--- config.mk ---
export PLATFORM = sky130hd
export DESIGN_NAME = knn_vote
export DESIGN_NICKNAME = d
export VERILOG_FILES = /design/src/rtl/knn_vote.sv
export SDC_FILE = /design/constraint.sdc
export NUM_CORES = 1
export LEC_CHECK = 0
export ABC_AREA = 1
export BUFFER_PORTS_ARGS = -buffer_cell sky130_fd_sc_hd__buf_2
export CAP_MARGIN = 20
export CORE_AREA = 2 2 480 482
export CTS_CLUSTER_DIAMETER = 30
export DETAILED_ROUTE_END_ITERATION = 6
export DIE_AREA = 0 0 482 484
export PLACE_DENSITY = 0.3
export SETUP_SLACK_MARGIN = 0.2
export SLEW_MARGIN = 20
export SYNTH_ARGS = -nofsm -noshare
export SYNTH_HDL_FRONTEND = slang
export SYNTH_SLANG_ARGS = --single-unit
--- constraint.sdc ---
create_clock -name clk -period 4.8 [get_ports clk]
set_clock_uncertainty 0.2 [all_clocks]
set_input_delay 0.48 -clock clk [delete_from_list [all_inputs] [get_ports clk]]
set_output_delay 0.48 -clock clk [all_outputs]
set_load 0.01 [all_outputs]
--- src/rtl/knn_vote.sv ---
// knn_vote -- majority-vote classifier stage of the KNN pipeline.
//
// Captures the K nearest entries of the ascending-sorted distance/type arrays
// on a valid_sort pulse, tallies one label per cycle (COUNT), then scans every
// class for the winner one class per cycle (SELECT) and strobes the result.
// Latency from the capture edge to class_valid is K + 2^TYPE_W cycles.
//
// Ports:
//   clk                    in   rising-edge clock
//   rst                    in   synchronous, active-high reset
//   valid_sort             in   one-cycle pulse, sorted arrays valid
//   distance_array_sorted  in   W*L, entry i at [W*i +: W], entry 0 nearest
//   type_array_sorted      in   TYPE_W*L, entry i label at [TYPE_W*i +: TYPE_W]
//   class_out              out  winning class (held until next result)
//   votes_out              out  vote count of the winning class
//   class_valid            out  one-cycle result strobe
//   busy                   out  high while an operation is in flight
//   overrun                out  sticky, set when a valid_sort is dropped
//
// Build option: define KNN_VOTE_TIE_NEAREST_EN to break vote ties in favour of
// the class whose nearest member has the lowest rank; otherwise the lowest
// class index wins a tie.
//
// state  | meaning
// IDLE   | waiting for valid_sort; capture and clear tallies on the pulse
// COUNT  | tally label of entry idx, idx = 0..K-1
// SELECT | compare class sel_c against the running best, sel_c = 0..NC-1

module knn_vote #(
  parameter int L      = 64,
  parameter int W      = 16,
  parameter int TYPE_W = 3,
  parameter int K      = 5,
  localparam int NC    = 1 << TYPE_W,
  localparam int CW    = $clog2(K + 1)
) (
  input  logic                  clk,
  input  logic                  rst,
  input  logic                  valid_sort,
  input  logic [W*L-1:0]        distance_array_sorted,
  input  logic [TYPE_W*L-1:0]   type_array_sorted,
  output logic [TYPE_W-1:0]     class_out,
  output logic [CW-1:0]         votes_out,
  output logic                  class_valid,
  output logic                  busy,
  output logic                  overrun
);

  localparam int IW = (K > 1) ? $clog2(K) : 1;

  typedef enum logic [1:0] {IDLE, COUNT, SELECT} state_t;

  state_t            state;
  logic [TYPE_W-1:0] type_q     [K];
  logic [W-1:0]      dist_q     [K];
  logic [CW-1:0]     votes      [NC];
  logic [CW-1:0]     first_rank [NC];
  logic [IW-1:0]     idx;
  logic [TYPE_W-1:0] sel_c;
  logic [TYPE_W-1:0] best_class;
  logic [CW-1:0]     best_votes;
  logic [CW-1:0]     best_rank;

  logic [TYPE_W-1:0] cur_t;
  logic              take;
  logic              unused_dbg;

  always_comb begin
    cur_t = type_q[idx];
    take  = 1'b0;
    // Class 0 seeds the running best on the first SELECT cycle.
    if (sel_c == '0) begin
      take = 1'b1;
    end else if (votes[sel_c] > best_votes) begin
      take = 1'b1;
    end else if (votes[sel_c] == best_votes) begin
`ifdef KNN_VOTE_TIE_NEAREST_EN
      take = (first_rank[sel_c] < best_rank);
`else
      take = 1'b0;
`endif
    end
  end

  // Distances are held for debug visibility only; fold them (and the input
  // entries beyond K, which are never read) into a dead reduction.
  always_comb begin
    unused_dbg = ^distance_array_sorted ^ ^type_array_sorted ^ ^best_rank;
    for (int i = 0; i < K; i++) begin
      unused_dbg = unused_dbg ^ ^dist_q[i];
    end
  end

  always_ff @(posedge clk) begin
    if (rst) begin
      state       <= IDLE;
      idx         <= '0;
      sel_c       <= '0;
      best_class  <= '0;
      best_votes  <= '0;
      best_rank   <= '0;
      class_out   <= '0;
      votes_out   <= '0;
      class_valid <= 1'b0;
      busy        <= 1'b0;
      overrun     <= 1'b0;
      for (int c = 0; c < NC; c++) begin
        votes[c]      <= '0;
        first_rank[c] <= '0;
      end
      for (int i = 0; i < K; i++) begin
        type_q[i] <= '0;
        dist_q[i] <= '0;
      end
    end else begin
      class_valid <= 1'b0;
      if (valid_sort && busy) begin
        overrun <= 1'b1;
      end
      case (state)
        IDLE: begin
          if (valid_sort) begin
            for (int i = 0; i < K; i++) begin
              type_q[i] <= type_array_sorted[TYPE_W*i +: TYPE_W];
              dist_q[i] <= distance_array_sorted[W*i +: W];
            end
            // first_rank == K marks a class with no members among the K.
            for (int c = 0; c < NC; c++) begin
              votes[c]      <= '0;
              first_rank[c] <= CW'(K);
            end
            idx   <= '0;
            busy  <= 1'b1;
            state <= COUNT;
          end
        end
        COUNT: begin
          votes[cur_t] <= votes[cur_t] + CW'(1);
          if (first_rank[cur_t] == CW'(K)) begin
            first_rank[cur_t] <= CW'(idx);
          end
          if (idx == IW'(K - 1)) begin
            idx   <= '0;
            sel_c <= '0;
            state <= SELECT;
          end else begin
            idx <= idx + IW'(1);
          end
        end
        SELECT: begin
          if (take) begin
            best_class <= sel_c;
            best_votes <= votes[sel_c];
            best_rank  <= first_rank[sel_c];
          end
          if (sel_c == TYPE_W'(NC - 1)) begin
            class_out   <= take ? sel_c : best_class;
            votes_out   <= take ? votes[sel_c] : best_votes;
            class_valid <= 1'b1;
            busy        <= 1'b0;
            state       <= IDLE;
          end else begin
            sel_c <= sel_c + TYPE_W'(1);
          end
        end
        default: state <= IDLE;
      endcase
    end
  end

endmodule

==> results.yml <==
hold_path:
  hold_end: "overrun$_SDFFE_PP0P_"
  hp-class: "in2reg"
  hold_depth: 3
  min_from: "valid_sort"
die:
  die-width_um: 482
  start_util_pct: 1.50
  fp.dieH_um: 484
  core_area_mm2: 0.229
  rows: 176
  io_pins: 1228
  dieArea_mm2: 0.233
clock_tree:
  cts_buffers: 9
  cts_sinks: 68
  cts_repair_resize_count: 0
  postCtsHoldBufs: 0
  root_buffer: "clkbuf_16"
  h-tree-depth: 3
  clkTransAtPathRegs_ns: 0.06
  cts_buffer_depth: 2
  cts_tree: "built"
  postCtsSetupBuffers: 0
  clkLatencyLatePin_ns: 0.36
critical_path:
  reg2reg_setup_slack_ns: 1.37
  crit_required_ns: 4.85
  worst_setup_path_end_kind: "flop"
  start_kind: "flop"
  cp.arrival_ns: 3.48
  rr_worst_depth: 12
  cp_max_fo: 14
  reg2reg_to: "best_votes[0]$_SDFFE_PP0P_"
  path_class: "reg2reg"
global_routing:
  grt_pass1_wl_um: 18700
  grt_pass1_vias: 2796
  grt_overflow: 0
  antenna_found_initial: 1
  grt_use_total_pct: 1.17
  grt_max_degree: 18
detailed_routing:
  first_pass_iters: 4
  dr.first_iter.drc_count: 123
  ant_nets: 0
  num_vias: 2755
  vias_per_cell: 0.791
  drc: 0
  routed_wl_um: 12600
  wire_per_inst_um: 3.62
sta:
  post-route-period-util_pct: 71.5
  rsz0062_at_grt: "no"
  setup_violations: 0
  report.final.slew_viol_count: 0
  tightest_slew_ns: 0.692
  relSlewSlack_pct: 53.6
  min_period_ns: 3.43
  fin_setup_tns_ns: 0
  hold_viol: 0
  layout_setup_ws_ns: 1.37
  max_freq_ghz: 0.291
synth:
  yosysTopAreaCell: "edfxtp_1"
  syn_area_mm2: 0.00342
  ys_seq_area_share_pct: 51.2
  synthArstFlopShare_pct: 0
  syn_inst: 422
  ys.flop_type: "edfxtp_1"
  synth_seq_cells: 68
  ys_types: 30
  ys_warn_count: 0
  synth_top_area_share_pct: 34.2
  synth-edff-count: 39
  synthTopCellsByArea: "edfxtp_1, dfxtp_1, nand2_1, inv_1, nor2_1"
  syn_nets: 1650
  avgSynthCellArea_um2: 8.10
finish:
  fin_area_mm2: 0.00759
  nets: 1680
  drive_gt1_share_pct: 13.3
  final_cells: 3484
  syn_to_final_growth_pct: 122
run:
  cap_violations: 0
placement:
  hpwl_um: 10300
  pre_cts_slack_ns: 1.20
  gp_congestion: 0.673
  dpl_cell_area_mm2: 0.00730
  place_inst: 3467
  io_buffers: 26
power_and_ir_drop:
  ir_drop_mv: 0.130
  power.density_mw_per_mm2: 213
  leakagePower_nw: 1.85
run_status:
  status: "finished, final reports clean"
## flip-flops by register name, indices dropped and copies added, names as in the netlist, named ones only
register	count
idx	3
overrun	1
type_q	15
votes_out	3
sel_c	3
votes	24
best_class	3
state	2
class_valid	1
class_out	3
best_votes	3
busy	1
## power breakdown
| group | internal, W | switching [W] | total, W | leakage, nW |
|---|---|---|---|---|
| logic | 0.0000713 | 0.000216 | 0.000287 | 1.04 |
| clock network | 0.000397 | 0.000259 | 0.000657 | 0.149 |
| registers | 0.000656 | 0.0000195 | 0.000675 | 0.658 |
| total | 0.00112 | 0.000495 | 0.00162 | 1.85 |
## area by class of cell
type / instances / area (µm²)
diodes: 1 / 2.50
repair buffers: 27 / 138
inverters: 79 / 297
clock buffers: 12 / 268
clock inverters: 4 / 28.8
multi-input cells: 267 / 1320
flip-flops and latches: 68 / 1750
well taps: 3026 / 3790
fillers: 27293 / 221000
## Yosys cell counts, drive strengths merged (6+ instances only)
library cell,number
nand3,21
edfxtp,39
dfxtp,29
o21ai,38
nand2,92
nor2,55
inv,78
o21bai,8
nor3,6
ha,9
clkbuf,7
a21oi,27
## stage by stage
step,total power (W),util (%),hold slack [ns]
floorplan,0.000868,-,0.270
global placement,0.000995,3.19,0.249
global route,0.00171,3.32,0.272
finish,0.00162,3.32,0.242
CTS,0.00165,3.32,0.247
detailed placement,0.000987,3.19,0.264
## worst max path at each step
stage / start / to / slack [ns] / cells past startpoint
2_1_floorplan: flop / best_class[0]$_SDFFE_PP0P_ / 2.33 / 15
3_3_place_gp: flop / best_votes[0]$_SDFFE_PP0P_ / 1.12 / 12
3_5_place_dp: flop / best_votes[0]$_SDFFE_PP0P_ / 1.20 / 12
4_1_cts: flop / best_votes[0]$_SDFFE_PP0P_ / 1.20 / 12
5_1_grt: flop / best_votes[2]$_SDFFE_PP0P_ / 0.82 / 12
6_report: flop / best_votes[0]$_SDFFE_PP0P_ / 1.37 / 12
## cell usage in the layout, fill, tap and decap left out, types with 2 or more instances in the layout
cell	synthesis	routed
nor3_1	5	5
or2_2	3	3
nand2_2	4	4
nor2_2	3	3
o21bai_1	7	7
inv_2	2	2
nor2_1	52	52
dfxtp_1	29	29
inv_1	76	76
ha_1	9	9
nand3_1	18	18
edfxtp_1	39	39
nand2_1	88	88
buf_2	0	26
clkbuf_16	0	10
o21ai_0	38	37
nand3_2	3	3
a21oi_1	27	27
## cells by family after synthesis
group	after synthesis	share of synthesized area (%)
flops	68	51.2
simple gates	178	22.1
fa+ha+maj	9	3.29
mux	1	0.293
compound gates	79	13.0
buf+inv	87	10.1
## layer usage
layer	global-route usage, %	part of all wire [%]	up-vias
li1	-	-	1419
met1	1.31	45	1283
met2	1.86	51	43
met3	0.208	2.2	10
met4	1.11	2.3	0
met5	0	0	-
## critical path, cell delays in order (launching register included)
cell      delay (ns)
dfxtp_1         0.63
clkinv_1        0.41
o21ai_0         0.32
nand3_1         0.10
o21a_1          0.15
ha_1            0.32
nand2_1         0.06
o21ai_0         0.14
nand2_1         0.08
o21ai_1         0.38
o21ai_0         0.28
o21ai_0         0.22
inv_1           0.06
Note: power is estimated with default switching activity, not from simulation.
